## src/rtl/cursor_engine_if.sv

```systemverilog
// rtl/cursor_engine_if.sv - command, cursor and scroll-request bundle for cursor_engine
// Ports:
//   master: decoder/scroller side; drives commands, mode bits, margins and scroll_ready
//   slave : cursor_engine side; drives cmd_ready, cursor state and the scroll request
interface cursor_engine_if #(
  parameter int W = 8
);
  logic         cmd_valid;
  logic         cmd_ready;
  logic [4:0]   cmd_op;
  logic [W-1:0] cmd_p1;
  logic [W-1:0] cmd_p2;
  logic         origin_mode;
  logic         auto_wrap;
  logic         lf_newline;
  logic [W-1:0] scroll_top;
  logic [W-1:0] scroll_bottom;
  logic [W-1:0] cur_row;
  logic [W-1:0] cur_col;
  logic         wrap_pending;
  logic         scroll_valid;
  logic         scroll_ready;
  logic         scroll_dir;
  logic [W-1:0] scroll_step;
  logic [W-1:0] scroll_lo;
  logic [W-1:0] scroll_hi;

  modport master (
    output cmd_valid, cmd_op, cmd_p1, cmd_p2, origin_mode, auto_wrap, lf_newline,
           scroll_top, scroll_bottom, scroll_ready,
    input  cmd_ready, cur_row, cur_col, wrap_pending, scroll_valid, scroll_dir,
           scroll_step, scroll_lo, scroll_hi
  );

  modport slave (
    input  cmd_valid, cmd_op, cmd_p1, cmd_p2, origin_mode, auto_wrap, lf_newline,
           scroll_top, scroll_bottom, scroll_ready,
    output cmd_ready, cur_row, cur_col, wrap_pending, scroll_valid, scroll_dir,
           scroll_step, scroll_lo, scroll_hi
  );
endinterface

```

## src/rtl/cursor_engine.sv

```systemverilog
// rtl/cursor_engine.sv - console cursor engine: position, tab stops, save slot, deferred wrap, scroll requests
// Ports:
//   clk   : clock
//   rst_n : asynchronous active-low reset
//   bus   : cursor_engine_if slave (command handshake, mode bits, margins,
//           cursor outputs, scroll request handshake)
module cursor_engine #(
  parameter int COLS  = 80,
  parameter int LINES = 30,
  parameter int W     = 8,
  parameter int TAB   = 8
) (
  input  logic            clk,
  input  logic            rst_n,
  cursor_engine_if.slave  bus
);
  typedef logic [W:0]   wide_t;
  typedef logic [W-1:0] coord_t;
  typedef enum logic [1:0] {IDLE, TAB_SCAN, SCROLL_WAIT} state_t;

  localparam int     CW       = (COLS > 1) ? $clog2(COLS) : 1;
  localparam wide_t  COL_MAX  = wide_t'(COLS - 1);
  localparam wide_t  ROW_MAX  = wide_t'(LINES - 1);
  localparam coord_t COL_LAST = coord_t'(COLS - 1);

  localparam logic [4:0] OP_CUP = 5'd0,  OP_CUF = 5'd1,  OP_CUB = 5'd2,  OP_CUD = 5'd3,
                         OP_CUU = 5'd4,  OP_CHA = 5'd5,  OP_VPA = 5'd6,  OP_IND = 5'd7,
                         OP_RI  = 5'd8,  OP_NEL = 5'd9,  OP_HTS = 5'd10, OP_TBC = 5'd11,
                         OP_CHT = 5'd12, OP_CBT = 5'd13, OP_DECSC = 5'd14, OP_DECRC = 5'd15,
                         OP_DECSTBM = 5'd16, OP_PRINT = 5'd17, OP_LF = 5'd18, OP_CR = 5'd19,
                         OP_BS = 5'd20, OP_HT = 5'd21;

  function automatic wide_t wmin(input wide_t a, input wide_t b);
    return (a < b) ? a : b;
  endfunction

  state_t          state;
  coord_t          row_q, col_q, sv_row, sv_col, tab_cnt;
  logic            wrap_q, sv_wrap, tab_back;
  logic [COLS-1:0] tabs;
  logic            sc_valid, sc_dir;
  coord_t          sc_step, sc_lo, sc_hi;

  logic   accept, at_bot, at_top, in_margin, ind_op, raise_up, raise_dn, tab_hit;
  wide_t  row_w, col_w, top_w, bot_w, pn, pl, pc, org, rmax, vlo, vhi, cup_row;
  coord_t ind_row, nxt_col;

  assign bus.cmd_ready    = (state == IDLE) && !sc_valid;
  assign bus.cur_row      = row_q;
  assign bus.cur_col      = col_q;
  assign bus.wrap_pending = wrap_q;
  assign bus.scroll_valid = sc_valid;
  assign bus.scroll_dir   = sc_dir;
  assign bus.scroll_step  = sc_step;
  assign bus.scroll_lo    = sc_lo;
  assign bus.scroll_hi    = sc_hi;

  assign accept = bus.cmd_valid && bus.cmd_ready;

  // All arithmetic is one bit wider than the coordinates so sums saturate instead of wrapping.
  assign row_w = {1'b0, row_q};
  assign col_w = {1'b0, col_q};
  assign top_w = {1'b0, bus.scroll_top};
  assign bot_w = {1'b0, bus.scroll_bottom};
  assign pn    = {1'b0, (bus.cmd_p1 != '0) ? bus.cmd_p1 : coord_t'(1)};
  assign pl    = (bus.cmd_p1 != '0) ? {1'b0, bus.cmd_p1 - 1'b1} : '0;
  assign pc    = (bus.cmd_p2 != '0) ? {1'b0, bus.cmd_p2 - 1'b1} : '0;
  assign org   = bus.origin_mode ? top_w : '0;
  assign rmax  = bus.origin_mode ? bot_w : ROW_MAX;
  assign cup_row = wmin(org + pl, rmax);

  // Vertical relative moves are confined to the margins only while the cursor is inside them.
  assign in_margin = (row_q >= bus.scroll_top) && (row_q <= bus.scroll_bottom);
  assign vlo       = in_margin ? top_w : '0;
  assign vhi       = in_margin ? bot_w : ROW_MAX;

  assign at_bot  = (row_q == bus.scroll_bottom);
  assign at_top  = (row_q == bus.scroll_top);
  assign ind_row = at_bot ? row_q : coord_t'(wmin(row_w + 1'b1, ROW_MAX));

  // A wrapped PRINT performs an implicit index, so it can scroll too.
  assign ind_op   = (bus.cmd_op == OP_IND) || (bus.cmd_op == OP_LF) || (bus.cmd_op == OP_NEL) ||
                    ((bus.cmd_op == OP_PRINT) && wrap_q && bus.auto_wrap);
  assign raise_up = ind_op && at_bot;
  assign raise_dn = (bus.cmd_op == OP_RI) && at_top;

  assign nxt_col = tab_back ? col_q - 1'b1 : col_q + 1'b1;
  assign tab_hit = tabs[CW'(nxt_col)];

  always_ff @(posedge clk or negedge rst_n) begin
    if (!rst_n) begin
      state    <= IDLE;
      row_q    <= '0;
      col_q    <= '0;
      wrap_q   <= 1'b0;
      sv_row   <= '0;
      sv_col   <= '0;
      sv_wrap  <= 1'b0;
      tab_cnt  <= '0;
      tab_back <= 1'b0;
      sc_valid <= 1'b0;
      sc_dir   <= 1'b0;
      sc_step  <= '0;
      sc_lo    <= '0;
      sc_hi    <= '0;
      for (int c = 0; c < COLS; c++) tabs[c] <= ((c % TAB) == 0) && (c != 0);
    end else begin
      case (state)
        IDLE: begin
          if (accept) begin
            if (bus.cmd_op != OP_PRINT && bus.cmd_op != OP_DECSC) wrap_q <= 1'b0;
            case (bus.cmd_op)
              OP_CUP: begin
                row_q <= coord_t'(cup_row);
                col_q <= coord_t'(wmin(pc, COL_MAX));
              end
              OP_CUF: col_q <= coord_t'(wmin(col_w + pn, COL_MAX));
              OP_CUB: col_q <= (col_w < pn) ? '0 : coord_t'(col_w - pn);
              OP_CUD: row_q <= coord_t'(wmin(row_w + pn, vhi));
              OP_CUU: row_q <= (row_w < vlo + pn) ? coord_t'(vlo) : coord_t'(row_w - pn);
              OP_CHA: col_q <= coord_t'(wmin(pl, COL_MAX));
              OP_VPA: row_q <= coord_t'(cup_row);
              OP_IND: row_q <= ind_row;
              OP_RI:  if (!at_top) row_q <= (row_q == '0) ? '0 : row_q - 1'b1;
              OP_NEL: begin
                row_q <= ind_row;
                col_q <= '0;
              end
              OP_LF: begin
                row_q <= ind_row;
                if (bus.lf_newline) col_q <= '0;
              end
              OP_HTS: tabs[CW'(col_q)] <= 1'b1;
              OP_TBC: begin
                if (bus.cmd_p1 == coord_t'(0))      tabs[CW'(col_q)] <= 1'b0;
                else if (bus.cmd_p1 == coord_t'(3)) tabs <= '0;
              end
              OP_HT: begin
                tab_back <= 1'b0;
                tab_cnt  <= coord_t'(1);
                state    <= TAB_SCAN;
              end
              OP_CHT: begin
                tab_back <= 1'b0;
                tab_cnt  <= coord_t'(pn);
                state    <= TAB_SCAN;
              end
              OP_CBT: begin
                tab_back <= 1'b1;
                tab_cnt  <= coord_t'(pn);
                state    <= TAB_SCAN;
              end
              OP_DECSC: begin
                sv_row  <= row_q;
                sv_col  <= col_q;
                sv_wrap <= wrap_q;
              end
              OP_DECRC: begin
                row_q  <= sv_row;
                col_q  <= sv_col;
                wrap_q <= sv_wrap;
              end
              // New margins only show up on scroll_top next cycle, so the home row comes from p1.
              OP_DECSTBM: begin
                row_q <= bus.origin_mode ? coord_t'(wmin(pl, ROW_MAX)) : '0;
                col_q <= '0;
              end
              OP_PRINT: begin
                if (wrap_q && bus.auto_wrap) begin
                  col_q  <= coord_t'(1);
                  row_q  <= ind_row;
                  wrap_q <= 1'b0;
                end else if (col_q < COL_LAST) begin
                  col_q <= col_q + 1'b1;
                end else if (bus.auto_wrap) begin
                  wrap_q <= 1'b1;
                end
              end
              OP_CR: col_q <= '0;
              OP_BS: if (col_q != '0) col_q <= col_q - 1'b1;
              default: ;
            endcase
            if (raise_up || raise_dn) begin
              sc_valid <= 1'b1;
              sc_dir   <= raise_dn;
              sc_step  <= coord_t'(1);
              sc_lo    <= bus.scroll_top;
              sc_hi    <= bus.scroll_bottom;
              state    <= SCROLL_WAIT;
            end
          end
        end
        // One column per cycle; the cycle that sees the stop condition returns to IDLE.
        TAB_SCAN: begin
          if (tab_cnt == '0 || (tab_back ? (col_q == '0) : (col_q == COL_LAST))) begin
            state <= IDLE;
          end else begin
            col_q <= nxt_col;
            if (tab_hit) tab_cnt <= tab_cnt - 1'b1;
          end
        end
        SCROLL_WAIT: begin
          if (bus.scroll_ready) begin
            sc_valid <= 1'b0;
            state    <= IDLE;
          end
        end
        default: state <= IDLE;
      endcase
    end
  end
endmodule

```

## src/flat_wrapper.sv

```systemverilog
// flat-port wrapper written by rule: the top's interface ports become plain ports
module cursor_engine_flat 
#(
  parameter int COLS  = 80,
  parameter int LINES = 30,
  parameter int W     = 8,
  parameter int TAB   = 8
)
  (clk, rst_n, bus_cmd_valid, bus_cmd_op, bus_cmd_p1, bus_cmd_p2, bus_origin_mode, bus_auto_wrap, bus_lf_newline, bus_scroll_top, bus_scroll_bottom, bus_scroll_ready, bus_cmd_ready, bus_cur_row, bus_cur_col, bus_wrap_pending, bus_scroll_valid, bus_scroll_dir, bus_scroll_step, bus_scroll_lo, bus_scroll_hi);
  cursor_engine_if #(.W(W)) bus_i ();
  input  logic clk;
  input  logic rst_n;
  input wire logic [$bits(bus_i.cmd_valid)-1:0] bus_cmd_valid;
  input wire logic [$bits(bus_i.cmd_op)-1:0] bus_cmd_op;
  input wire logic [$bits(bus_i.cmd_p1)-1:0] bus_cmd_p1;
  input wire logic [$bits(bus_i.cmd_p2)-1:0] bus_cmd_p2;
  input wire logic [$bits(bus_i.origin_mode)-1:0] bus_origin_mode;
  input wire logic [$bits(bus_i.auto_wrap)-1:0] bus_auto_wrap;
  input wire logic [$bits(bus_i.lf_newline)-1:0] bus_lf_newline;
  input wire logic [$bits(bus_i.scroll_top)-1:0] bus_scroll_top;
  input wire logic [$bits(bus_i.scroll_bottom)-1:0] bus_scroll_bottom;
  input wire logic [$bits(bus_i.scroll_ready)-1:0] bus_scroll_ready;
  output wire logic [$bits(bus_i.cmd_ready)-1:0] bus_cmd_ready;
  output wire logic [$bits(bus_i.cur_row)-1:0] bus_cur_row;
  output wire logic [$bits(bus_i.cur_col)-1:0] bus_cur_col;
  output wire logic [$bits(bus_i.wrap_pending)-1:0] bus_wrap_pending;
  output wire logic [$bits(bus_i.scroll_valid)-1:0] bus_scroll_valid;
  output wire logic [$bits(bus_i.scroll_dir)-1:0] bus_scroll_dir;
  output wire logic [$bits(bus_i.scroll_step)-1:0] bus_scroll_step;
  output wire logic [$bits(bus_i.scroll_lo)-1:0] bus_scroll_lo;
  output wire logic [$bits(bus_i.scroll_hi)-1:0] bus_scroll_hi;
  assign bus_i.cmd_valid = bus_cmd_valid;
  assign bus_i.cmd_op = bus_cmd_op;
  assign bus_i.cmd_p1 = bus_cmd_p1;
  assign bus_i.cmd_p2 = bus_cmd_p2;
  assign bus_i.origin_mode = bus_origin_mode;
  assign bus_i.auto_wrap = bus_auto_wrap;
  assign bus_i.lf_newline = bus_lf_newline;
  assign bus_i.scroll_top = bus_scroll_top;
  assign bus_i.scroll_bottom = bus_scroll_bottom;
  assign bus_i.scroll_ready = bus_scroll_ready;
  assign bus_cmd_ready = bus_i.cmd_ready;
  assign bus_cur_row = bus_i.cur_row;
  assign bus_cur_col = bus_i.cur_col;
  assign bus_wrap_pending = bus_i.wrap_pending;
  assign bus_scroll_valid = bus_i.scroll_valid;
  assign bus_scroll_dir = bus_i.scroll_dir;
  assign bus_scroll_step = bus_i.scroll_step;
  assign bus_scroll_lo = bus_i.scroll_lo;
  assign bus_scroll_hi = bus_i.scroll_hi;
  cursor_engine #(.COLS(COLS), .LINES(LINES), .W(W), .TAB(TAB)) u_core (.clk(clk), .rst_n(rst_n), .bus(bus_i));
endmodule
```

## config.mk

```make
export PLATFORM = sky130hd
export DESIGN_NAME = cursor_engine_flat
export DESIGN_NICKNAME = d
export VERILOG_FILES = /design/src/rtl/cursor_engine_if.sv /design/src/rtl/cursor_engine.sv /design/src/flat_wrapper.sv
export SDC_FILE = /design/constraint.sdc
export NUM_CORES = 1
export LEC_CHECK = 0
export ABC_AREA = 1
export CAP_MARGIN = 20
export CELL_PAD_IN_SITES_DETAIL_PLACEMENT = 1
export CELL_PAD_IN_SITES_GLOBAL_PLACEMENT = 1
export CORE_AREA = 4 4 173 175
export DETAILED_ROUTE_END_ITERATION = 6
export DIE_AREA = 0 0 177 179
export PLACE_DENSITY = 0.91
export SYNTH_ARGS = -nofsm -noshare
export SYNTH_HDL_FRONTEND = slang
export SYNTH_SLANG_ARGS = --single-unit
```

## constraint.sdc

```tcl
create_clock -name clk -period 6.85 [get_ports clk]
set_clock_uncertainty 0.2 [all_clocks]
set_input_delay 1.0275 -clock clk [delete_from_list [all_inputs] [get_ports clk]]
set_output_delay 1.0275 -clock clk [all_outputs]
set_load 0.1 [all_outputs]
```

# After elaboration in Yosys (flattened, before gate mapping)
# Cells that the tools add are included.
[word_totals] reg_bits=144 in_bits=44 output_inout_bits=44 elab_cells=196
[classes] addsub=13 magnitude_cmp=15 n_eq_ne=44 muxes=60 bitwise_logic=3 n_reduce_logical=46
[op_table] cell="8-bit 2-to-1 mux" n=31
[op_table] cell="80-bit 2-to-1 mux" n=2
[op_table] cell="80-bit one-hot mux with 2 select lines" n=1
[op_table] cell="80-bit AND" n=1
[op_table] cell="80-bit NOT" n=1
[op_table] cell="80-bit bitwise OR" n=1
[op_table] cell="8-bit one-hot mux with 9 select lines" n=1
[op_table] cell="8-bit one-hot mux with 8 select lines" n=1
[op_table] cell="8-bit one-hot mux with 2 select lines" n=3
[op_table] cell="5-bit by 4-bit == test with 1-bit output, second input constant" n=8
[op_table] cell="8-bit by 1-bit subtractor with 8-bit output, second input constant" n=5
[op_table] cell="8-bit zero test" n=4
[op_table] cell="8-bit nonzero test" n=4
[op_table] cell="5-bit == test, second input constant" n=6
[op_table] cell="8-bit by 8-bit adder with 9-bit output" n=3
[op_table] cell="9-bit by 7-bit < comparator with 1-bit output, second input constant" n=3
[op_table] cell="5-bit by 3-bit == test with 1-bit output, second input constant" n=4
[op_table] cell="9-bit by 5-bit < comparator with 1-bit output, second input constant" n=2
[op_table] cell="9-bit by 8-bit < comparator with 1-bit output" n=2
[op_table] cell="8-bit == test" n=2
[op_table] cell="7-bit by 8-bit < comparator with 1-bit output, second input constant" n=2
[op_table] cell="8-bit subtractor" n=2
[op_table] cell="3-bit inequality test, second input constant" n=4
[op_table] cell="4-bit AND reduction" n=3
[op_table] cell="other kinds (40)" n=85

# Depth between registers and ports, before layout
# Gate-level depths: netlist of the first run.
[logic_depth] word_depth=9 mapped_depth=36 ltp_nobuf=35

# Worst setup path after synthesis of the first run
# Ideal clock, no wire load.
[synth_path] path_type="register -> register" startpoint="register u_core.row_q[0], in the netlist u_core.bus.cur_row[0]" endpoint="register u_core.row_q[0], in the netlist u_core.bus.cur_row[0]" setup_time_ns=0.063 t_arrival_ns=5.083 required_ns=6.587 path_slack_ns=1.505 path_stages_with_launch=34 path_buffers=1 synth_period_minus_slack_ns=5.345 cell_sequence="dfrtp_1 > inv_1 > ha_1 > nand2_1 > nor2_1 > and2_1 > nor2_1 > nand2_1 > nand2_1 > clkbuf_1 > nor2_1 > ha_1 > fa_1 > a21oi_1 > nand2_1 > nand2_1 > xnor2_1 > ha_1 > nand2_1 > inv_1 > o21ai_0 > nand4_1 > nand2_1 > nand2_1 > nand2_1 > nand2_1 > a21oi_1 > nor2_1 > nand2_1 > nand2_1 > nand3_1 > nand3_1 > nand2_1 > inv_1"
[synth_between] elab_chain_cells=7 elab_cells_between_ends=26 classes_between="add/sub (5); order compare (5); eq/ne (3); mux (10); reduce/logical (3)"
[synth_rtl] element="start: declaration" line_no="cursor_engine.sv:38" rtl="coord_t row_q, col_q, sv_row, sv_col, tab_cnt;"
[synth_rtl] element="start signal: assignment" line_no="cursor_engine.sv:114" rtl="row_q <= coord_t'(cup_row);"
[synth_rtl] element="start signal: assignment" line_no="cursor_engine.sv:119" rtl="OP_CUD: row_q <= coord_t'(wmin(row_w + pn, vhi));"
[synth_rtl] element="start signal: assignment" line_no="cursor_engine.sv:120" rtl="OP_CUU: row_q <= (row_w < vlo + pn) ? coord_t'(vlo) : coord_t'(row_w - pn);"
[synth_rtl] element="8-bit greater-or-equal comparator or 8-bit less-or-equal comparator (tied branches)" line_no="cursor_engine.sv:73" rtl="assign in_margin = (row_q >= bus.scroll_top) && (row_q <= bus.scroll_bottom);"
[synth_rtl] element="1-bit logical AND" line_no="cursor_engine.sv:73"
[synth_rtl] element="8-bit 2-to-1 mux" line_no="cursor_engine.sv:74" rtl="assign vlo = in_margin ? top_w : '0;"
[synth_rtl] element="9-bit by 8-bit adder with 9-bit output" line_no="cursor_engine.sv:120"
[synth_rtl] element="8-bit by 9-bit < comparator with 1-bit output" line_no="cursor_engine.sv:120"
[synth_rtl] element="8-bit 2-to-1 mux" line_no="cursor_engine.sv:120"
[synth_rtl] element="8-bit one-hot mux with 8 select lines" line_no="cursor_engine.sv:112" rtl="case (bus.cmd_op)"
# Parallel ways exist; a longest one is shown, timed or not. The select of a mux whose other input is x is not followed.
# A chain may end at the register's enable or synchronous reset.

# Worst setup path after layout of the first run
[layout_path] startpoint="input port bus_scroll_bottom[7]" endpoint="register u_core.row_q[1], in the netlist u_core.bus.cur_row[1]"
[layout_between] elab_chain_cells=7 elab_cells_between_ends=16 classes_between="add/sub (1); order compare (4); eq/ne (1); mux (9); reduce/logical (1)"
[layout_rtl] element="start: declaration" line_no="flat_wrapper.sv:21" rtl="input wire logic [$bits(bus_i.scroll_bottom)-1:0] bus_scroll_bottom;"
[layout_rtl] element="8-bit less-or-equal comparator" line_no="cursor_engine.sv:73"
[layout_rtl] element="1-bit logical AND" line_no="cursor_engine.sv:73"
[layout_rtl] element="8-bit 2-to-1 mux" line_no="cursor_engine.sv:74"
[layout_rtl] element="9-bit by 8-bit adder with 9-bit output" line_no="cursor_engine.sv:120"
[layout_rtl] element="8-bit by 9-bit < comparator with 1-bit output" line_no="cursor_engine.sv:120"
[layout_rtl] element="8-bit 2-to-1 mux" line_no="cursor_engine.sv:120"
[layout_rtl] element="8-bit one-hot mux with 8 select lines (*)" line_no="cursor_engine.sv:112"
[layout_rtl] element="end signal: assignment" line_no="cursor_engine.sv:114"
[layout_rtl] element="end signal: assignment" line_no="cursor_engine.sv:120"
[layout_rtl] element="end signal: assignment" line_no="cursor_engine.sv:122" rtl="OP_VPA: row_q <= coord_t'(cup_row);"
# Mark *: on every way between the ends. The rest lies on a longest branch, timed or not. The select of a mux whose other input is x is not followed.

==> Flow_metrics.wiki, run 1 <==
{| class="wikitable"
! Metric !! Value
|-
| Die area || 0.0317 mm2
|-
| Slowest Stage Delay on Critical Path || 0.51 ns
|-
| RSZ-0062 raised after global routing || false
|-
| Portion of the post-synthesis area used by sequential elements || 0.274
|-
| Total number of nets in the final design || 2186
|-
| Initial standard-cell utilization of the core || 0.463
|-
| Clock Tree Root || sky130_fd_sc_hd__clkbuf_16
|-
| Gate count of the mapped netlist || 2000
|-
| Drt via density || 5.82
|-
| Leakage power figure || 7.13 nW
|-
| Number of enable flip-flop cells after synthesis || 0
|-
| Buffers inserted during post-CTS setup optimization || 0
|-
| Critical path start-end classification || in2reg
|-
| Ys async rst share || 1.00
|-
| Dpl hpwl || 36.4 mm
|-
| Final core utilization || 0.522
|-
| Most Frequent Cell on Critical Path || sky130_fd_sc_hd__nand2_1
|-
| Setup TNS after final layout || 0 ns
|-
| Critical path endpoint category || flop
|-
| Number of DRC markers after the initial detailed-route iteration || 1233
|-
| Class of the worst hold path || reg2reg
|-
| Row count || 62
|-
| Overall Global Routing Usage || 0.317
|-
| Post-synthesis instance area || 0.0132 mm2
|-
| IO buf count || 80
|-
| Final Hold Fails || 0
|-
| Remaining max-slew budget at the tightest pin || 0.205
|-
| Fin crit period || 6.15 ns
|-
| Synth unique cells || 59
|-
| Startpoint types || input pin
|-
| Final worst-path cycle share || 0.898
|-
| Final-report setup violation count || 0
|-
| Critical Path Fanout Max || 13
|-
| Required arrival time at the worst endpoint || 6.99 ns
|-
| Pin slew with the least headroom to its limit || 1.19 ns
|-
| Flip-flop cell with the highest count after synthesis || sky130_fd_sc_hd__dfrtp_1
|-
| Die extent in x || 177 um
|-
| CTS clock-pin slew for the worst setup and hold paths || 0.08 ns
|-
| Max rail drop VDD || 0.203 mV
|-
| Total clock sinks || 144
|-
| Share of cells above drive strength 1 || 0.0701
|-
| Post-DR wirelength/cell || 20.7 um
|-
| Maximum operating frequency || 162 MHz
|-
| Detailed-route DRC error count || 0
|-
| Area added between synthesis and finish || 12.7%
|-
| TritonCTS clock tree || yes
|-
| Initial antenna violation count || 0
|-
| DR pass1 iterations || 5
|-
| Commonest cells after routing, fill and taps aside || sky130_fd_sc_hd__nand2_1 (573), sky130_fd_sc_hd__inv_1 (250), sky130_fd_sc_hd__nor2_1 (167), sky130_fd_sc_hd__a21oi_1 (153), sky130_fd_sc_hd__dfrtp_1 (134)
|-
| Synthesis warning total || 0
|-
| DIE HEIGHT || 179 um
|-
| Arrival time of the worst setup path || 6.29 ns
|-
| Mean Syn Cell Area || 6.59 um2
|-
| Pwr Density || 423 mW/mm2
|-
| Number of buffers inserted during clock tree synthesis || 17
|-
| Cell with the largest stage delay on the worst path || sky130_fd_sc_hd__clkdlybuf4s50_1
|-
| Via count of the first global-routing pass || 14804
|-
| Placer congestion estimate || 0.991
|-
| H-tree depth || 4
|-
| Maximum number of buffers from clock root to sink || 2
|-
| Clock insertion delay at the later pin of the skew report || 0.45 ns
|-
| Count of max-cap constraint violations || 0
|-
| Hold buffers post-CTS || 0
|-
| I/O pins || 88
|-
| Result of the run || finished clean
|-
| Pins over their slew limit || 0
|-
| Core Area || 0.0285 mm2
|-
| Register bit count reported by yosys || 144
|-
| Routed Wire Length || 50.5 mm
|-
| Detailed-route via count || 14185
|-
| Cells resized by post-CTS repair || 0
|-
| Final ANT Viol Nets || 0
|-
| Global-route wire length before repair || 80.1 mm
|-
| Commonest non-fill, non-tap cell in the layout || sky130_fd_sc_hd__nand2_1
|-
| Overflow after GRT || 0
|-
| # diodes || 0
|-
| Pin count of the biggest net entering global routing || 88
|}
power by group:
| group | internal [mW] | switching, mW |
|---|---|---|
| Sequential | 1.06 | 0.333 |
| Combinational | 1.12 | 2.76 |
| Clock | 0.521 | 0.481 |
| Total | 2.70 | 3.58 |
Yosys cell counts, types with 9 or more instances:
| library cell | number | area, um2 |
|---|---|---|
| sky130_fd_sc_hd__a21oi_1 | 153 | 766 |
| sky130_fd_sc_hd__a2bb2oi_1 | 39 | 342 |
| sky130_fd_sc_hd__buf_2 | 15 | 75.1 |
| sky130_fd_sc_hd__buf_4 | 11 | 82.6 |
| sky130_fd_sc_hd__clkbuf_1 | 50 | 188 |
| sky130_fd_sc_hd__dfrtp_1 | 135 | 3380 |
| sky130_fd_sc_hd__dfstp_2 | 9 | 236 |
| sky130_fd_sc_hd__ha_1 | 95 | 1190 |
| sky130_fd_sc_hd__inv_1 | 250 | 938 |
| sky130_fd_sc_hd__inv_2 | 10 | 37.5 |
| sky130_fd_sc_hd__nand2_1 | 573 | 2150 |
| sky130_fd_sc_hd__nand3_1 | 116 | 581 |
| sky130_fd_sc_hd__nand4_1 | 23 | 144 |
| sky130_fd_sc_hd__nor2_1 | 168 | 631 |
| sky130_fd_sc_hd__nor3_1 | 29 | 145 |
| sky130_fd_sc_hd__o2111ai_1 | 9 | 78.8 |
| sky130_fd_sc_hd__o21ai_0 | 126 | 631 |
| sky130_fd_sc_hd__or2_2 | 42 | 263 |
| sky130_fd_sc_hd__xnor2_1 | 14 | 123 |
| sky130_fd_sc_hd__xor2_1 | 43 | 377 |
state kept, by name, summed over array words and instances (netlist names):
| name | cells |
|---|---|
| u_core.bus.cur_col | 8 |
| u_core.bus.cur_row | 8 |
| u_core.bus.scroll_dir | 1 |
| u_core.bus.scroll_hi | 8 |
| u_core.bus.scroll_lo | 8 |
| u_core.bus.scroll_step | 1 |
| u_core.bus.scroll_valid | 1 |
| u_core.bus.wrap_pending | 1 |
| u_core.state | 2 |
| u_core.sv_col | 8 |
| u_core.sv_row | 8 |
| u_core.sv_wrap | 1 |
| u_core.tab_back | 1 |
| u_core.tab_cnt | 8 |
| u_core.tabs | 80 |
stage by stage:
step           cells  power (mW)  instance area, um2  setup slack, ns  hold WS, ns
2_1_floorplan   2006        3.99               13200             1.50        0.242
3_3_place_gp    2406        5.02               14300            0.469        0.259
3_5_place_dp    2406        5.15               14300            0.370        0.271
4_1_cts         2438        6.21               14900            0.808        0.290
5_1_grt         2438        6.68               14900            0.339        0.301
6_report        2438        6.28               14900            0.696        0.285
cell type report:
cell class	instances	area, um2
flip-flops and latches	144	3620
multi-input cells	1520	8240
clock inverters	15	169
inverters	262	986
repair buffers	96	935
clock buffers	17	425
well taps	384	480
fillers	3830	13600
critical path, delay by kind of cell:
family | cells | cell delay [ns]
xor+xnor | 1 | 0.15
compound gates | 4 | 0.70
buf+inv | 6 | 0.90
fa+ha+maj | 3 | 0.95
simple gates | 18 | 2.57
kinds of logic after synthesis:
group	after synthesis	synth area share
DFF	144	0.274
adders and majority gates	101	0.0993
other	1	0.000284
buffers and inverters	342	0.104
AOI/OAI and AO/OA	381	0.171
xor gates and xnor gates	57	0.0379
muxes	1	0.000854
and+or+nand+nor	973	0.312
worst paths after layout:
kind                                           end  slack (ns)                  start  cells after the start
min                              u_core.tab_cnt[7]        0.28      u_core.tab_cnt[7]                      2
min reg2reg                      u_core.tab_cnt[7]        0.28      u_core.tab_cnt[7]                      2
min in group asynchronous  u_core.bus.scroll_lo[7]        0.43                  rst_n                      1
max in group asynchronous          u_core.tabs[39]        4.58                  rst_n                      2
max reg2reg                  u_core.bus.cur_row[1]        1.05  u_core.bus.cur_row[0]                     32
max                          u_core.bus.cur_row[1]        0.70   bus_scroll_bottom[7]                     32
metal layers:
metal | GRT usage | part of all wire
met2 | 0.546 | 0.48
met4 | 0.142 | 0.044
met3 | 0.0396 | 0.056
met1 | 0.399 | 0.42
met5 | 0 | 0
Power figures use the tool's default switching activity.
==> run 2: changes to the inputs <==
CELL_PAD_IN_SITES_DETAIL_PLACEMENT = not set   (was 1)
CELL_PAD_IN_SITES_GLOBAL_PLACEMENT = not set   (was 1)
CORE_AREA = 4 4 148 150   (was 4 4 173 175)
DIE_AREA = 0 0 152 154   (was 0 0 177 179)
GPL_TIMING_DRIVEN = 0   (was not set)
PLACE_DENSITY = 0.9   (was 0.91)
==> run 2 against run 1 <==
Cell area rose by 1.2%. Die area decreased by 26%. Sequential cell count is the same. Clock-buffer cell count unchanged. Via count up 0.73%. Worst setup slack worse by 0.093 ns. Combinational power is essentially flat. Global-route usage up 6.7 points. Largest cell class unchanged. Critical path depth up 2. Sequential power fell by 5%.
==> Flow_metrics.wiki, run 2 (synthesized netlist as in run 1, its figures left out) <==
{| class="wikitable"
! Metric !! Value
|-
| Result of the run || finished clean
|-
| Total number of nets in the final design || 2253 (+3.1%)
|-
| Critical path endpoint category || flop
|-
| Worst hold-check slack || 0.269 ns (-0.0154 ns)
|-
| Hold buffers post-CTS || 0 (unchanged)
|-
| Leakage power figure || 7.29 nW (+2.2%)
|-
| Overall Global Routing Usage || 0.384 (+0.0667)
|-
| Critical Path Fanout Max || 10 (-3)
|-
| Commonest non-fill, non-tap cell in the layout || sky130_fd_sc_hd__nand2_1
|-
| Initial antenna violation count || 0 (unchanged)
|-
| Post-DR wirelength/cell || 19.0 um (-8.3%)
|-
| # diodes || 0 (unchanged)
|-
| Final core utilization || 0.727 (+0.205)
|-
| Total stage count of the critical path || 34 (+6.3%)
|-
| Cells resized by post-CTS repair || 0 (unchanged)
|-
| Register-to-Register Path Depth || 32 (unchanged)
|-
| Hold Path Cell Cnt || 1 (-1)
|-
| R2R Path End || u_core.bus.cur_row[3]
|-
| Overflow after GRT || 0 (unchanged)
|-
| Cell with the largest stage delay on the worst path || sky130_fd_sc_hd__clkdlybuf4s50_1
|-
| TritonCTS clock tree || yes
|-
| Max rail drop VDD || 0.255 mV (+26%)
|-
| Critical register-to-register path startpoint || u_core.bus.cur_row[3]
|-
| DR pass1 iterations || 6 (+1)
|-
| Arrival time of the worst setup path || 6.43 ns (+0.14 ns)
|-
| Critical path start-end classification || in2reg
|-
| Worst min-delay path endpoint || u_core.bus.scroll_step[0]
|-
| Core Area || 0.0207 mm2 (-27%)
|-
| Most Frequent Cell on Critical Path || sky130_fd_sc_hd__nand2_1
|-
| Routed Wire Length || 45.5 mm (-9.9%)
|-
| Via count of the first global-routing pass || 13934 (-5.9%)
|-
| H-tree depth || 4 (unchanged)
|-
| Total design power || 6.24 mW (-0.56%)
|-
| Maximum number of buffers from clock root to sink || 2 (unchanged)
|-
| Die area || 0.0234 mm2 (-26%)
|-
| Register with the most flip-flops || u_core.tabs
|-
| Detailed-route via count || 14289 (+0.73%)
|-
| Count of max-cap constraint violations || 0 (unchanged)
|-
| Number of DRC markers after the initial detailed-route iteration || 1314 (+6.6%)
|-
| I/O pins || 88 (unchanged)
|-
| Initial standard-cell utilization of the core || 0.637 (+0.174)
|-
| Final worst-path cycle share || 0.912 (+0.0136)
|-
| Required arrival time at the worst endpoint || 7.04 ns (+0.05 ns)
|-
| Remaining max-slew budget at the tightest pin || 0.244 (+0.0390)
|-
| Placer congestion estimate || 0.979 (-1.3%)
|-
| Drt via density || 5.96 (+2.5%)
|-
| Number of buffers inserted during clock tree synthesis || 17 (unchanged)
|-
| Class of the worst hold path || reg2reg
|-
| Slowest Stage Delay on Critical Path || 0.60 ns (+0.09 ns)
|-
| Startpoint types || input pin
|-
| Final ANT Viol Nets || 0 (unchanged)
|-
| Pin count of the biggest net entering global routing || 78 (-11%)
|-
| DIE HEIGHT || 154 um (-14%)
|-
| Share of cells above drive strength 1 || 0.0759 (+0.00580)
|-
| CTS clock-pin slew for the worst setup and hold paths || 0.07 ns (about the same)
|-
| Hold path start || u_core.bus.scroll_step[0]
|-
| Pins over their slew limit || 0 (unchanged)
|-
| IO buf count || 78 (-2.5%)
|-
| Global-route wire length before repair || 72.5 mm (-9.5%)
|-
| Final Hold Fails || 0 (unchanged)
|-
| Largest register FFs || 80 (unchanged)
|-
| Clock insertion delay at the later pin of the skew report || 0.45 ns (about the same)
|-
| WP buf/inv || 5 (-1)
|-
| Die extent in x || 152 um (-14%)
|-
| Area added between synthesis and finish || 14.0%
|-
| Maximum operating frequency || 160 MHz (-1.5%)
|-
| Clock Tree Root || sky130_fd_sc_hd__clkbuf_16
|-
| Row count || 53 (-15%)
|-
| Buffers inserted during post-CTS setup optimization || 0 (unchanged)
|-
| Final-report setup violation count || 0 (unchanged)
|-
| Flop-to-flop setup slack || 0.98 ns (-0.07 ns)
|-
| Dpl hpwl || 34.2 mm (-6.1%)
|-
| Detailed-route DRC error count || 0 (unchanged)
|-
| Commonest cells after routing, fill and taps aside || sky130_fd_sc_hd__nand2_1 (573), sky130_fd_sc_hd__inv_1 (250), sky130_fd_sc_hd__nor2_1 (168), sky130_fd_sc_hd__a21oi_1 (153), sky130_fd_sc_hd__dfrtp_1 (135)
|-
| Pwr Density || 415 mW/mm2 (-1.7%)
|-
| RSZ-0062 raised after global routing || false
|-
| Pin slew with the least headroom to its limit || 1.13 ns (-0.0582 ns)
|-
| Total clock sinks || 144 (unchanged)
|-
| Top delay family on crit path || simple AND/OR/NAND/NOR gates
|-
| Fin crit period || 6.25 ns (+0.0929 ns)
|}
run 2: layout make-up:
type	count	area (um2)
tap	275	344
fill	1753	5660
clock inverter	15	186
buffer	80	390
multi-input combinational	1520	8240
clock buffer	17	425
inverter	262	986
timing repair buffer	83	851
sequential	144	3610
run 2: how the worst max path moves through the flow:
stage,start,end,slack [ns]
after floorplan,u_core.bus.cur_row[0],u_core.bus.cur_row[0],1.50
after global placement,rst_n,u_core.bus.cur_col[2],-1.26
after detailed placement,bus_scroll_top[3],u_core.bus.cur_row[7],0.31
after CTS,bus_scroll_top[3],u_core.bus.cur_row[7],0.76
after global routing,bus_scroll_top[3],u_core.bus.cur_row[2],0.22
final,bus_scroll_top[3],u_core.bus.cur_row[3],0.60
run 2: where the power goes:
part	switching, mW	internal (mW)	total, mW
clock	0.464	0.556	1.02
sequential	0.258	1.06	1.32
combinational	2.73	1.17	3.90
run 2: worst reg2reg max path: cells and delay by family (launching register included):
kind | cells | cell delay, ns
simple gates | 21 | 2.58
buf+inv | 3 | 0.48
xor+xnor | 1 | 0.07
compound gates | 3 | 0.35
flops | 1 | 0.82
fa+ha+maj | 4 | 1.31
run 2: layer usage:
| layer | up-vias | wire length (um) | GRT usage |
|---|---|---|---|
| met4 | 0 | 2680 | 0.191 |
| met2 | 876 | 20800 | 0.635 |
| met3 | 221 | 4700 | 0.0850 |
| li1 | 6704 | - | - |
| met5 | - | 0 | 0 |
| met1 | 6488 | 17300 | 0.474 |
run 2: per-stage QoR:
stage	setup slack, ns	cells	setup TNS (ns)	area (um2)
after floorplan	1.50	2006	0	13200
after global placement	-1.26	2359	-167.79	14300
after detailed placement	0.314	2363	0	14400
after CTS	0.757	2395	0	15000
after global routing	0.224	2396	0	15000
final	0.603	2396	0	15000
==> run 3: changes to the inputs <==
GPL_TIMING_DRIVEN = 1   (was 0)
==> run 3 against run 2 <==
The flow now finishes with violations (DRC). Register-to-register slack gained 0.36 ns. Clock power shrank 4%. Fmax grew 7.5%. Cell area shrank 2.3%. Largest cell class unchanged.
==> Flow_metrics.wiki, run 3 (synthesized netlist as in run 1, its figures left out) <==
{| class="wikitable"
! Metric !! Value
|-
| Share of cells above drive strength 1 || 0.0687 (-0.00719)
|-
| Final ANT Viol Nets || 0 (unchanged)
|-
| Remaining max-slew budget at the tightest pin || 0.226 (-0.0178)
|-
| DR pass1 iterations || 7 (+1)
|-
| Sequential share of power || 0.226 (+0.015)
|-
| Gate power share || 0.611 (-0.015)
|-
| DIE HEIGHT || 154 um (unchanged)
|-
| Maximum operating frequency || 172 MHz (+7.5%)
|-
| RSZ-0062 raised after global routing || false
|-
| Hold buffers post-CTS || 0 (unchanged)
|-
| Core Area || 0.0207 mm2 (unchanged)
|-
| Register-to-Register Path Depth || 32 (unchanged)
|-
| Hold Path Cell Cnt || 2 (+1)
|-
| Overflow after GRT || 0 (unchanged)
|-
| Area added between synthesis and finish || 11.4%
|-
| Row count || 53 (unchanged)
|-
| Critical Path Fanout Max || 13 (+3)
|-
| Internal power contribution || 2.71 mW (-2.8%)
|-
| Via count of the first global-routing pass || 13380 (-4.0%)
|-
| Pins over their slew limit || 0 (unchanged)
|-
| Die extent in x || 152 um (unchanged)
|-
| Setup slack after layout || 1.04 ns (+0.438 ns)
|-
| Initial antenna violation count || 0 (unchanged)
|-
| Worst min-delay path endpoint || u_core.tab_cnt[7]
|-
| Worst hold-check slack || 0.275 ns (+0.00627 ns)
|-
| Total clock sinks || 144 (unchanged)
|-
| Placer congestion estimate || 1.02 (+4.5%)
|-
| Critical register-to-register path startpoint || u_core.bus.cur_row[0]
|-
| Class of the worst hold path || reg2reg
|-
| H-tree depth || 4 (unchanged)
|-
| Most Frequent Cell on Critical Path || sky130_fd_sc_hd__nand2_1
|-
| Total design power || 6.05 mW (-3.0%)
|-
| # diodes || 0 (unchanged)
|-
| Clock Tree Root || sky130_fd_sc_hd__clkbuf_16
|-
| Max rail drop VDD || 0.204 mV (-20%)
|-
| Commonest non-fill, non-tap cell in the layout || sky130_fd_sc_hd__nand2_1
|-
| Share of total power in the clock network || 0.163 (about the same)
|-
| Total number of nets in the final design || 2184 (-3.1%)
|-
| Post-DR wirelength/cell || 18.1 um (-4.6%)
|-
| Post-layout instance count excluding filler cells || 2327 (-2.9%)
|-
| Pwr Density || 412 mW/mm2 (-0.75%)
|-
| Placed standard-cell area || 0.0141 mm2 (-2.2%)
|-
| Global-route wire length before repair || 67.7 mm (-6.6%)
|-
| Setup TNS after final layout || 0 ns (unchanged)
|-
| Final Hold Fails || 0 (unchanged)
|-
| Buffers inserted during post-CTS setup optimization || 0 (unchanged)
|-
| Clock insertion delay at the later pin of the skew report || 0.44 ns (about the same)
|-
| Startpoint types || input pin
|-
| Routed Wire Length || 42.2 mm (-7.4%)
|-
| Register with the most flip-flops || u_core.tabs
|-
| Cells resized by post-CTS repair || 0 (unchanged)
|-
| Final worst-path cycle share || 0.848 (-0.0639)
|-
| I/O pins || 88 (unchanged)
|-
| Commonest cells after routing, fill and taps aside || sky130_fd_sc_hd__nand2_1 (573), sky130_fd_sc_hd__inv_1 (250), sky130_fd_sc_hd__nor2_1 (167), sky130_fd_sc_hd__a21oi_1 (153), sky130_fd_sc_hd__dfrtp_1 (134)
|-
| Required arrival time at the worst endpoint || 7.02 ns (-0.02 ns)
|-
| Count of max-cap constraint violations || 0 (unchanged)
|-
| Pin count of the biggest net entering global routing || 105 (+35%)
|-
| Hold path start || u_core.tab_cnt[7]
|-
| WP buf/inv || 4 (-1)
|-
| Largest register FFs || 80 (unchanged)
|-
| Detailed-route DRC error count || 1 (+1)
|-
| Number of inserted filler cells in the final layout || 1736 (-0.97%)
|-
| CTS clock-pin slew for the worst setup and hold paths || 0.07 ns (about the same)
|-
| Initial standard-cell utilization of the core || 0.637 (unchanged)
|-
| Cell with the largest stage delay on the worst path || sky130_fd_sc_hd__clkdlybuf4s50_1
|-
| Pin slew with the least headroom to its limit || 1.15 ns (+0.0265 ns)
|-
| Arrival time of the worst setup path || 5.98 ns (-0.45 ns)
|-
| Failing checks || DRC
|-
| Top delay family on crit path || simple AND/OR/NAND/NOR gates
|-
| Dpl hpwl || 29.9 mm (-13%)
|-
| Final-report setup violation count || 0 (unchanged)
|-
| Number of DRC markers after the initial detailed-route iteration || 1536 (+17%)
|-
| Worst slack after detailed placement || 0.775 ns (+0.461 ns)
|-
| Flop-to-flop setup slack || 1.34 ns (+0.36 ns)
|-
| Power spent charging and discharging nets || 3.34 mW (-3.2%)
|-
| IO buf count || 80 (+2.6%)
|-
| Switching share of total power || 0.552 (-0.000970)
|-
| Placed insts || 2295 (-2.9%)
|-
| Fin crit period || 5.81 ns (-0.438 ns)
|-
| Overall Global Routing Usage || 0.352 (-0.0316)
|-
| Maximum number of buffers from clock root to sink || 2 (unchanged)
|-
| Leakage power figure || 7.12 nW (-2.4%)
|-
| Critical path endpoint category || flop
|-
| TritonCTS clock tree || yes
|-
| Post-route cell area || 0.0147 mm2 (-2.3%)
|-
| Drt via density || 6.06 (+1.6%)
|-
| Result of the run || finished with violations
|-
| Die area || 0.0234 mm2 (unchanged)
|-
| Number of buffers inserted during clock tree synthesis || 17 (unchanged)
|-
| Slowest Stage Delay on Critical Path || 0.53 ns (-0.07 ns)
|-
| R2R Path End || u_core.bus.cur_row[0]
|-
| Final core utilization || 0.710 (-0.0166)
|-
| Critical path start-end classification || in2reg
|-
| Detailed-route via count || 14100 (-1.3%)
|}
==> run 3: cell types whose count changed in the layout (fill, tap and decap cells not counted), sizes merged <==
cell,before,now
buf,36,15
clkbuf,67,17
clkdlybuf4s50,77,79
clkinvlp,1,3
inv,270,268
==> run 3: area by class of cell <==
class                      count  area (um2)  area share
clock buffer                  17         425      0.0290
sequential                   144        3620       0.246
timing repair buffer          94         907      0.0617
clock inverter                15         174      0.0118
tap                          275         344      0.0234
multi-input combinational   1520        8240       0.561
inverter                     262         986      0.0671
==> run 3: worst max path at each step <==
stage                          start               endpoint  depth (start not counted)
2_1_floorplan  u_core.bus.cur_row[0]  u_core.bus.cur_row[0]                         33
3_3_place_gp       bus_scroll_top[3]  u_core.bus.cur_row[2]                         33
3_5_place_dp       bus_scroll_top[3]  u_core.bus.cur_row[3]                         33
4_1_cts            bus_scroll_top[3]  u_core.bus.cur_row[6]                         33
5_1_grt            bus_scroll_top[4]  u_core.bus.cur_row[0]                         30
6_report           bus_scroll_top[3]  u_core.bus.cur_row[0]                         33
==> run 3: layer usage <==
metal	share of wire	vias to the layer above	routed length, um	global-route usage
met4	0.059	0	2480	0.182
met5	0	-	0	0
met3	0.11	217	4570	0.0661
met2	0.45	904	18900	0.559
li1	-	6571	-	-
met1	0.39	6408	16300	0.460
==> run 3: worst min-delay path, delay by kind of cell (launching register included) <==
| family | cells | cell delay [ns] |
|---|---|---|
| flip-flops | 1 | 0.35 |
| AND/OR/NAND/NOR | 2 | 0.10 |
==> run 3: power by group through the flow <==
stage	Sequential (mW)	Clock, mW	Combinational, mW
final	1.37	0.984	3.70
after global routing	1.38	1.01	4.07
after CTS	1.35	0.975	3.61
after detailed placement	1.36	0	3.58
after global placement	1.36	0	3.51
after floorplan	1.55	0	2.43
